<file path="config.mk">
export PLATFORM = sky130hd
export DESIGN_NAME = l4_mux4_arb_flat
export DESIGN_NICKNAME = d
export VERILOG_FILES = /design/src/rtl/l4_mux4_arb_if.sv /design/src/rtl/l4_mux4_arb.sv /design/src/flat_wrapper.sv
export SDC_FILE = /design/constraint.sdc
export NUM_CORES = 1
export LEC_CHECK = 0
export ABC_AREA = 1
export ABC_CLOCK_PERIOD_IN_PS = 5900
export CAP_MARGIN = 20
export CORE_UTILIZATION = 40
export CTS_CLUSTER_SIZE = 10
export DETAILED_ROUTE_END_ITERATION = 8
export PLACE_DENSITY = 0.68
export SYNTH_ARGS = -nofsm -noshare
export SYNTH_HDL_FRONTEND = slang
export SYNTH_SLANG_ARGS = --single-unit
</file>
<file path="constraint.sdc">
create_clock -name clk -period 5.9 [get_ports clk]
set_clock_uncertainty 0.2 [all_clocks]
set_input_delay 1.18 -clock clk [delete_from_list [all_inputs] [get_ports clk]]
set_output_delay 1.18 -clock clk [all_outputs]
set_load 0.005 [all_outputs]
</file>
<file path="src/rtl/l4_mux4_arb_if.sv">
// Requester-side bundle for the 4-way path arbiter: per-requester request
// lines in, one-hot grant, path-mux select and busy flag out.
interface l4_mux4_arb_if;
  logic [3:0] req;
  logic [3:0] gnt;
  logic [1:0] sel;
  logic       busy;

  // Requester side: raises req, observes the arbiter decision
  modport master (output req, input gnt, sel, busy);
  // Arbiter side: samples req, drives grant and select
  modport slave  (input req, output gnt, sel, busy);
endinterface

</file>
<file path="src/rtl/l4_mux4_arb.sv">
// Round-robin arbiter for the shared 4-input datapath. One owner at a time,
// burst-limited only while someone else is waiting, and a single dead TURN
// cycle between owners. gnt/sel/busy all come straight from flops.
module l4_mux4_arb #(
  parameter int MAX_BURST = 16,
  parameter int CNT_BITS  = 5
) (
  input  logic         clk,
  input  logic         reset,
  l4_mux4_arb_if.slave bus
);

  typedef enum logic [1:0] {
    IDLE  = 2'd0,
    GRANT = 2'd1,
    TURN  = 2'd2
  } state_t;

  // The counter holds (granted cycles - 1) so that MAX_BURST = 2**CNT_BITS
  // still fits in CNT_BITS bits; BURST_LAST marks the final allowed cycle.
  localparam logic [CNT_BITS-1:0] BURST_LAST = CNT_BITS'(MAX_BURST - 1);

  state_t              state_q, state_d;
  logic [3:0]          gnt_q, gnt_d;
  logic [1:0]          sel_q, sel_d;
  logic [1:0]          ptr_q, ptr_d;
  logic [CNT_BITS-1:0] burst_q, burst_d;
  logic                busy_q, busy_d;

  logic                win_vld;
  logic [1:0]          win;
  logic                release_own;
  logic                at_limit;
  logic                others_wait;

  // Rotated priority search: first set req starting at ptr wins
  always_comb begin
    win_vld = 1'b0;
    win     = ptr_q;
    // Walk from the farthest offset down so the nearest one overwrites last
    for (int k = 3; k >= 0; k--) begin
      if (bus.req[ptr_q + 2'(k)]) begin
        win_vld = 1'b1;
        win     = ptr_q + 2'(k);
      end
    end
  end

  // Owner status terms used while in GRANT (owner is sel_q)
  always_comb begin
    release_own = ~bus.req[sel_q];
    at_limit    = (burst_q == BURST_LAST);
    others_wait = |(bus.req & ~gnt_q);
  end

  // State register plus the registered outputs it carries
  always_ff @(posedge clk) begin
    if (reset) begin
      state_q <= IDLE;
      gnt_q   <= 4'b0000;
      sel_q   <= 2'd0;
      ptr_q   <= 2'd0;
      burst_q <= '0;
      busy_q  <= 1'b0;
    end else begin
      state_q <= state_d;
      gnt_q   <= gnt_d;
      sel_q   <= sel_d;
      ptr_q   <= ptr_d;
      burst_q <= burst_d;
      busy_q  <= busy_d;
    end
  end

  // Next-state logic; release and preemption collapse into one TURN
  always_comb begin
    state_d = state_q;
    unique case (state_q)
      IDLE:  if (win_vld) state_d = GRANT;
      GRANT: if (release_own || (at_limit && others_wait)) state_d = TURN;
      TURN:  state_d = IDLE;
      default: state_d = IDLE;
    endcase
  end

  // Output/datapath next values; the owner never changes inside GRANT
  always_comb begin
    gnt_d   = gnt_q;
    sel_d   = sel_q;
    ptr_d   = ptr_q;
    burst_d = burst_q;
    unique case (state_q)
      IDLE: begin
        if (win_vld) begin
          gnt_d   = 4'b0001 << win;
          sel_d   = win;
          ptr_d   = win + 2'd1;
          burst_d = '0;
        end else begin
          gnt_d = 4'b0000;
        end
      end
      GRANT: begin
        if (state_d == TURN) begin
          gnt_d = 4'b0000;
        end else if (at_limit) begin
          // Nobody else waiting: renew the burst instead of wrapping
          burst_d = '0;
        end else begin
          burst_d = burst_q + 1'b1;
        end
      end
      default: gnt_d = 4'b0000;
    endcase
    busy_d = (state_d != IDLE);
  end

  assign bus.gnt  = gnt_q;
  assign bus.sel  = sel_q;
  assign bus.busy = busy_q;

endmodule
</file>
<file path="src/flat_wrapper.sv">
// flat-port wrapper written by rule: the top's interface ports become plain ports
module l4_mux4_arb_flat 
#(
  parameter int MAX_BURST = 16,
  parameter int CNT_BITS  = 5
)
  (clk, reset, bus_req, bus_gnt, bus_sel, bus_busy);
  l4_mux4_arb_if bus_i ();
  input  logic clk;
  input  logic reset;
  input wire logic [$bits(bus_i.req)-1:0] bus_req;
  output wire logic [$bits(bus_i.gnt)-1:0] bus_gnt;
  output wire logic [$bits(bus_i.sel)-1:0] bus_sel;
  output wire logic [$bits(bus_i.busy)-1:0] bus_busy;
  assign bus_i.req = bus_req;
  assign bus_gnt = bus_i.gnt;
  assign bus_sel = bus_i.sel;
  assign bus_busy = bus_i.busy;
  l4_mux4_arb #(.MAX_BURST(MAX_BURST), .CNT_BITS(CNT_BITS)) u_core (.clk(clk), .reset(reset), .bus(bus_i));
endmodule
</file>
==> summary.md <==
| Metric | Value |
|---|---|
| Final Util | `51.09%` |
| EDFF count, synth | `0` |
| CTS sink count | `16` |
| Global-route met3 utilization | `4.348%` |
| Post-Synthesis Cells | `155` |
| Starting Density | `44.01%` |
| Clock transition at path regs | `0.09 ns` |
| Row cnt | `17` |
| Design Power | `0.0006007 W` |
| Setup tns final | `0 ns` |
| Layout cells sized above 1 | `11.31%` |
| Latest clock arrival within the worst-skew pair | `0.28 ns` |
| Port Buffer Count | `12` |
| Total track usage | `18.14%` |
| ANT cells | `0` |
| Design area | `1174 um^2` |
| Sequential fraction of the synthesis area | `31.68%` |
| Hold crit path type | `flip-flop to flip-flop` |
| Synthesized area per cell | `6.522 um^2` |
| # setup viols final | `0` |
| Synthesized cell area | `1011 um^2` |
| Synth cell types | `24` |
| Grt ovf | `0` |
| Leading cell type by number of instances after synthesis | `nand2_1` |
| Arrival @ worst endpoint | `3.06 ns` |
| Die Wd | `52.28 um` |
| Yosys warning count | `0` |
| Seq cells post-synth | `16` |
| Number of max-cap violations | `0` |
| Slew of the pin with the lowest slew margin | `0.4103 ns` |
| Final net count | `181` |
| Number of remaining DRC errors | `0` |
| Synth top area share | `31.68%` |
| Syn nets | `166` |
| Tmin final | `3.091 ns` |
| Die span in y | `52.28 um` |
| Rel. slew slack | `72.61%` |
| Drt first pass iters | `4` |
| Status | `complete, no violations` |
| # Post-CTS Setup Buffers | `0` |
| Ys flop type | `dfxtp_1` |
| Clock buffer depth | `2` |
| Critical Path RT | `5.87 ns` |
| Post_cts resized | `0` |
| Via count | `1,005` |
| Post-Layout Cell Count | `196` |
| Area Growth Syn to Fin | `16.09%` |
| Root buffer cell | `clkbuf_4` |
| Synth top cells by count | `50 x nand2_1, 17 x inv_1, 16 x dfxtp_1, 16 x nand3_1, 12 x a21oi_1` |
| PD cells | `511.8 nW/um^2` |
| Final worst-path cycle share | `52.38%` |
| Fmax achieved | `323.6 MHz` |
| Antenna violations before repair | `0` |
| Starting DRT DRC Count | `21` |
| Routed WL | `2185 um` |
| Vias in the first global route | `952` |
| Hpwl dp | `1673 um` |
| Area leader, netlist | `dfxtp_1` |
| Core ar. | `2297 um^2` |
| Pleak | `0.5578 nW` |
| Hold buffer count at cts | `0` |
| Per-cell routed wire length | `11.15 um` |
| Peak supply drop | `0.0002368 V` |
| Setup CP Type | `input pin to flip-flop` |
| CTS H-Tree Depth | `1` |
| Global route hottest layer | `met2` |
| Cts bufs inserted | `3` |
| TritonCTS clock tree | `done` |
| RSZ-0062 raised after global routing | `false` |
| Fin. max-slew vios | `0` |
| CP endpoint kind | `flip-flop` |
| Synth area leaders | `dfxtp_1 32%, nand2_1 19%, nand3_1 7.9%` |
| M2 GR Usage | `34.19%` |
| First-pass GRT wire length | `3663 um` |
| Dpl cells | `193` |
| Area after DPL | `1151 um^2` |
| Pin count of the biggest net entering global routing | `11` |
| Ports | `13` |
| Worst-path fanout max | `3` |
| Detail Route Antenna Nets | `0` |
| Final Hold Vio Count | `0` |
| Met1 GRT Util | `18.58%` |
| CP Launch Type | `input pin` |
| Post-DR vias/cell | `5.128` |
| Placer congestion estimate | `0.8539` |
| Die area | `2733 um^2` |
| Asr flop ratio synth | `0%` |
registers in the layout, indices dropped and copies added, names as in the netlist:
name,cells
u_core.ptr_q,2
u_core.burst_q,5
u_core.bus.gnt,4
u_core.state_q,2
u_core.bus.busy,1
u_core.bus.sel,2
path summary, 6_finish.rpt:
| check | startpoint | end | slack [ns] | cells after the start |
|---|---|---|---|---|
| hold / removal | u_core.burst_q[4] | u_core.burst_q[4] | 0.25 | 2 |
| setup reg to reg | u_core.ptr_q[0] | u_core.ptr_q[1] | 3.62 | 12 |
| hold reg to reg | u_core.burst_q[4] | u_core.burst_q[4] | 0.25 | 2 |
| setup / recovery | bus_req[3] | u_core.ptr_q[1] | 2.81 | 15 |
where the power goes:
group          internal, W  total [W]  switching [W]  leakage [nW]
logic             0.000140   0.000365       0.000225         0.413
clock network    0.0000237  0.0000561      0.0000324        0.0138
registers         0.000143   0.000179      0.0000360         0.131
total             0.000307   0.000601       0.000293         0.558
critical path: stages:
cell,delay (ns)
clkdlybuf4s50_1,0.49
inv_1,0.08
nand2_1,0.10
nand3_1,0.10
nand2_1,0.11
inv_1,0.04
nand2_1,0.05
nand2_1,0.06
nand2_1,0.05
nand2_1,0.06
nand2_1,0.12
inv_1,0.08
ha_1,0.28
o21ai_0,0.18
a21oi_1,0.08
metrics by stage:
step	setup slack (ns)	hold WS, ns
after floorplan	3.258	0.2283
after global placement	2.656	0.2442
after detailed placement	2.546	0.2431
after CTS	2.833	0.2599
after global routing	2.632	0.2784
final	2.809	0.2534
layer usage:
metal,up-vias,routed length [um]
li1,526,-
met1,453,974
met2,20,1068
met3,6,87
met4,0,55
met5,-,0
cell families after synthesis:
group           after synthesis  share of synthesized area (%)
compound gates               21                          11.02
fa+ha+maj                     5                          6.188
buf+inv                      22                          9.653
flops                        16                          31.68
simple gates                 91                          41.46
cell usage in the layout (no fill, tap or decap), drive strengths merged, types with 3 or more instances in the layout:
| cell type | instances |
|---|---|
| clkbuf | 3 |
| dfxtp | 16 |
| nand2 | 59 |
| inv | 20 |
| a21oi | 12 |
| o21ai | 5 |
| nor2 | 10 |
| nand3 | 17 |
| ha | 5 |
| clkdlybuf4s50 | 12 |
cell type report:
| class | count | area (um^2) |
|---|---|---|
| flip-flops and latches | 16 | 320.3 |
| repair buffers | 12 | 120.1 |
| fillers | 248 | 1124 |
| clock buffers | 3 | 22.52 |
| well taps | 28 | 35.03 |
| inverters | 20 | 82.58 |
| multi-input cells | 117 | 593.1 |
No activity file was read; power rests on OpenSTA's default activity.
